### config.mk
export PLATFORM = sky130hd
export DESIGN_NAME = vjtag_dr_responder
export DESIGN_NICKNAME = d
export VERILOG_FILES = /design/src/rtl/vjtag_pkg.sv /design/src/rtl/vjtag_shift_reg.sv /design/src/rtl/vjtag_dr_responder.sv
export SDC_FILE = /design/constraint.sdc
export NUM_CORES = 1
export LEC_CHECK = 0
export CAP_MARGIN = 10
export CORE_UTILIZATION = 60
export CTS_BUF_LIST = sky130_fd_sc_hd__clkbuf_4 sky130_fd_sc_hd__clkbuf_8
export DETAILED_ROUTE_END_ITERATION = 6
export GPL_ROUTABILITY_DRIVEN = 0
export GPL_TIMING_DRIVEN = 0
export PLACE_DENSITY = 0.82
export REMOVE_ABC_BUFFERS = 1
export SETUP_SLACK_MARGIN = 0.02
export SYNTH_ARGS = -nofsm -noshare
export SYNTH_HDL_FRONTEND = slang
export SYNTH_SLANG_ARGS = --single-unit
### constraint.sdc
create_clock -name tck -period 7 [get_ports tck]
set_clock_uncertainty 0.15 [all_clocks]
set_input_delay 1.4 -clock tck [delete_from_list [all_inputs] [get_ports tck]]
set_output_delay 1.4 -clock tck [all_outputs]
set_load 0.1 [all_outputs]
### src/rtl/vjtag_pkg.sv
// vjtag_pkg: shared IR codes, DR lengths, ID default and STATUS bit positions
package vjtag_pkg;
    localparam logic [3:0] IR_BYPASS = 4'd0;
    localparam logic [3:0] IR_IDCODE = 4'd1;
    localparam logic [3:0] IR_WRITE  = 4'd2;
    localparam logic [3:0] IR_READ   = 4'd3;
    localparam logic [3:0] IR_STATUS = 4'd4;
    localparam logic [31:0] ID_VALUE_DEF = 32'h4C41_5631;
    localparam int ST_ONE        = 0;
    localparam int ST_WR_PENDING = 1;
    localparam int ST_RD_VALID   = 2;
    localparam int ST_OVERFLOW   = 3;
    function automatic logic [5:0] dr_len(input logic [3:0] ir, input int data_w);
        return ir == IR_IDCODE ? 6'd32 :
               (ir == IR_WRITE || ir == IR_READ) ? 6'(data_w) :
               ir == IR_STATUS ? 6'd4 : 6'd1;
    endfunction
endpackage

### src/rtl/vjtag_shift_reg.sv
// vjtag_shift_reg: variable-length LSB-first DR, bits at and above len kept zero
module vjtag_shift_reg (
    input  logic        tck,
    input  logic        rst,
    input  logic [5:0]  len,
    input  logic [31:0] cap_val,
    input  logic        cdr,
    input  logic        sdr,
    input  logic        tdi,
    output logic [31:0] sr
);
    logic [31:0] mask;
    assign mask = 32'hFFFF_FFFF >> (6'd32 - len);
    // capture wins over shift; tdi enters at the top of the active length
    always_ff @(posedge tck or posedge rst) begin
        if (rst)
            sr <= '0;
        else if (cdr)
            sr <= cap_val & mask;
        else if (sdr)
            sr <= (sr >> 1) | ({31'd0, tdi} << (len - 6'd1));
    end
endmodule

### src/rtl/vjtag_dr_responder.sv
// vjtag_dr_responder: virtual JTAG user DR decoder with ID, write and read channels
module vjtag_dr_responder
    import vjtag_pkg::*;
#(
    parameter int          DATA_W   = 8,
    parameter logic [31:0] ID_VALUE = ID_VALUE_DEF
) (
    input  logic              tck,
    input  logic              rst,
    input  logic              tdi,
    input  logic [3:0]        ir_in,
    input  logic              virtual_state_cdr,
    input  logic              virtual_state_sdr,
    input  logic              virtual_state_udr,
    input  logic              virtual_state_uir,
    output logic              tdo,
    output logic [3:0]        ir_out,
    output logic [DATA_W-1:0] wr_data,
    output logic              wr_valid,
    input  logic [DATA_W-1:0] rd_data,
    input  logic              rd_valid,
    output logic              rd_ack
);
    logic [3:0]  active_ir;
    logic [31:0] sr;
    logic [31:0] cap_val;
    logic [5:0]  len;
    logic [3:0]  status;
    logic        overflow;
    logic        wr_pending;
    logic        rd_taken;
    logic        upd;
    logic        unused_sr;

    assign status    = {overflow, rd_valid, wr_pending, 1'b1};
    assign len       = dr_len(active_ir, DATA_W);
    assign upd       = virtual_state_udr & ~virtual_state_cdr;
    assign tdo       = sr[0];
    assign unused_sr = ^sr;

    // capture value for the selected instruction, zero-extended to 32 bits
    always_comb begin
        cap_val = '0;
        cap_val = active_ir == IR_IDCODE ? ID_VALUE :
                  active_ir == IR_WRITE  ? 32'(wr_data) :
                  active_ir == IR_READ   ? (rd_valid ? 32'(rd_data) : 32'd0) :
                  active_ir == IR_STATUS ? 32'(status) : 32'd0;
    end

    vjtag_shift_reg u_sr (
        .tck     (tck),
        .rst     (rst),
        .len     (len),
        .cap_val (cap_val),
        .cdr     (virtual_state_cdr),
        .sdr     (virtual_state_sdr & ~virtual_state_udr),
        .tdi     (tdi),
        .sr      (sr)
    );

    // instruction latch, only moves on update-IR
    always_ff @(posedge tck or posedge rst) begin
        if (rst)
            active_ir <= IR_BYPASS;
        else if (virtual_state_uir)
            active_ir <= ir_in;
    end

    // update decode, single-cycle pulses and sticky status flags
    always_ff @(posedge tck or posedge rst) begin
        if (rst) begin
            wr_data    <= '0;
            wr_valid   <= 1'b0;
            rd_ack     <= 1'b0;
            overflow   <= 1'b0;
            wr_pending <= 1'b0;
            rd_taken   <= 1'b0;
            ir_out     <= '0;
        end else begin
            wr_valid <= 1'b0;
            rd_ack   <= 1'b0;
            ir_out   <= status;
            if (virtual_state_cdr && active_ir == IR_READ)
                rd_taken <= rd_valid;
            if (upd && active_ir == IR_WRITE) begin
                wr_data    <= sr[DATA_W-1:0];
                wr_valid   <= 1'b1;
                wr_pending <= 1'b1;
            end
            if (upd && active_ir == IR_READ) begin
                if (rd_taken) begin
                    rd_ack   <= 1'b1;
                    rd_taken <= 1'b0;
                end else
                    overflow <= 1'b1;
            end
            if (upd && active_ir == IR_STATUS) begin
                if (sr[ST_OVERFLOW])
                    overflow <= 1'b0;
                if (sr[ST_WR_PENDING])
                    wr_pending <= 1'b0;
            end
        end
    end
endmodule
==> impl_metrics.yaml <==
routing:
  routed_wl_um: 5720
  ant_nets: 0
  vias: 2086
  firstDrtPassIters: 4
  drtIter0Drc: 121
  wl_per_cell_um: 16.5
  viasPerCell: 6.03
  drcViolationCount: 0
finish:
  drive_gt1_share_pct: 8.45
  fillCellCount: 283
  antenna_cells: 0
  area_growth_pct: 19.4
  final_nets: 320
power_and_ir_drop:
  total_power_uw: 783
  switchingPower_uw: 289
  power_density_nw_per_um2: 252
  ir_worst_vdd_v: 0.000151
  leakagePower_nw: 1.34
  clkPwrFrac_pct: 22.4
  power.share.switching_pct: 37.0
  power.internal_uw: 493
  p_comb_share_pct: 30.6
  p_seq_share_pct: 46.9
floorplanning:
  io_pins: 35
  core-area_um2: 4090
  die_w_um: 67.8
  die_area_um2: 4590
  die_y_um: 67.8
  floorplan.initialDensity_pct: 63.5
  row_count: 23
synth:
  synth_area_um2: 2600
  netlist_top_cells_area: "dfrtp_1 51%, nand2_1 10%, a21oi_1 2.7%"
  postSynthAreaPerCell_um2: 9.65
  synth_largest_type_area_fraction_pct: 51.1
  async_reset_ff_share_pct: 100
  yosys.cell_types.count: 48
  yosys_most_used_dff: "dfrtp_1"
  ys_seq_elements: 53
  synth_seq_area_share_pct: 51.1
  synth_area_leader_cell: "dfrtp_1"
  synth_edf_count: 0
  syn_inst: 269
  ys_warn_count: 0
critical_path:
  worstSetupPathType: "in -> reg"
  end_kind: "flip-flop"
  crit_fanout: 28
  critical_path.startpoint_type: "input port"
  cp.required_ns: 7.07
  worstPathArrival_ns: 3.54
global_routing:
  antenna_found_initial: 0
  grt_pass1_wl_um: 9400
  grt_usage_pct: 27.8
  grt_pass1_vias: 2024
  grt_overflow: 0
  grt_max_degree: 36
sta:
  hold_violations: 0
  fin_crit_ns: 3.46
  maxSlewViolCount: 0
  fin_crit_sh_pct: 49.5
  setup_viol: 0
  rsz0062_at_grt: "no"
  fmax_mhz: 289
  slew_headroom_pct: 32.7
  tns_ns: 0
  tightest_slew_ns: 1.01
clocking:
  hold_buffers: 0
  ctsHtreeMaxLevel: 2
  path_clk_slew_ns: 0.09
  cts_max_path_buffers: 2
  clk_latency_ns: 0.30
  clock-sinks: 53
  cts_setup_buffers: 0
  cts_root_buffer: "clkbuf_8"
  cts_buffers: 5
  ctsResizeCount: 0
  cts_tree: "yes"
status:
  status: "finished clean"
flow_run:
  maxCapViolations: 0
place:
  port_buffers: 34
  dpl.hpwl_um: 3930
hold_path:
  hold_class: "reg -> reg"
==> per-layer routing <==
layer  up-vias  wire, um  part of all wire, %  GRT usage [%]
li1       1000         -                    -              -
met1      1012      2550                   45           37.4
met2        65      2780                   49           44.6
met3         9       323                  5.6           6.08
met4         0        67                  1.2           9.11
met5         -         0                    0              0
==> kinds of logic after synthesis <==
logic type	synth area share, %
simple gates	20.7
compound gates	16.7
flops	51.1
buf+inv	3.71
mux	4.43
fa+ha+maj	1.93
xor+xnor	1.30
other cells	0.144
==> critical path, cell delays in order <==
cell and delay [ns]:
clkdlybuf4s50_1 0.60, buf_16 0.27, inv_1 0.30, nand3_1 0.43, inv_2 0.34, a2bb2oi_1 0.19
==> Yosys cell counts (3+ instances only) <==
master / instances
o22ai_1: 3
clkbuf_1: 12
nand2_1: 69
a221oi_1: 4
o21ai_0: 5
buf_1: 3
nand3_1: 4
a311oi_1: 4
nor3_1: 7
dfrtp_1: 53
o32ai_1: 6
ha_1: 4
a21oi_1: 14
nor2_1: 13
inv_1: 7
and3_1: 3
mux2i_1: 7
mux2_2: 4
a31oi_1: 6
nand2b_1: 4
==> power by group through the flow <==
stage | Sequential [mW] | Combinational [mW] | Clock (mW)
finish | 0.367 | 0.240 | 0.175
global route | 0.372 | 0.254 | 0.189
CTS | 0.367 | 0.239 | 0.179
detailed placement | 0.373 | 0.238 | 0
global placement | 0.373 | 0.231 | 0
floorplan | 0.465 | 0.0744 | 0
==> cell usage in the layout (no fill, tap or decap), types with 3 or more instances in the layout <==
cell type and instances:
nand2_1 69, dfrtp_1 53, clkdlybuf4s50_1 34, a21oi_1 14, nor2_1 13, nor3_1 7, mux2i_1 7, inv_1 6
o32ai_1 6, a31oi_1 6, clkbuf_8 6, o21ai_0 5, nand2b_1 4, a311oi_1 4, nand3_1 4, mux2_2 4
a221oi_1 4, ha_1 4, and3_1 3, o22ai_1 3
==> metrics by stage <==
stage	worst slack [ns]	util, %	std cells	hold slack [ns]	cell area (um^2)
finish	3.54	75.9	346	0.269	3100
global route	3.45	75.9	346	0.286	3100
CTS	3.03	75.2	345	0.271	3070
detailed placement	2.74	73.0	338	0.254	2980
global placement	1.92	71.8	336	0.247	2930
floorplan	3.30	-	252	0.225	2530
==> area by class of cell <==
type	instances	area (um^2)	share of cell area, %
multi-input combinational	191	1180	37.9
inverter	8	30.0	0.969
tap	50	62.6	2.02
clock buffer	7	90.1	2.91
timing repair buffer	37	415	13.4
sequential	53	1330	42.8
==> sequential cells by signal (all words and copies together) (netlist names) <==
register and cells:
wr_data 8, ir_out 4, wr_pending 1, rd_taken 1
active_ir 4, overflow 1, rd_ack 1, wr_valid 1
u_sr.sr 32
==> path summary, 6_finish.rpt <==
path	from	to	slack, ns	cells after the start
min reg2reg	overflow	ir_out[3]	0.27	0
max	virtual_state_cdr	wr_pending	3.54	6
min in group asynchronous	rst	wr_data[0]	1.26	2
max in group asynchronous	rst	u_sr.sr[7]	4.92	3
min	overflow	ir_out[3]	0.27	0
max reg2reg	active_ir[2]	u_sr.sr[31]	3.84	6
Note: power is estimated with default switching activity, not from simulation.
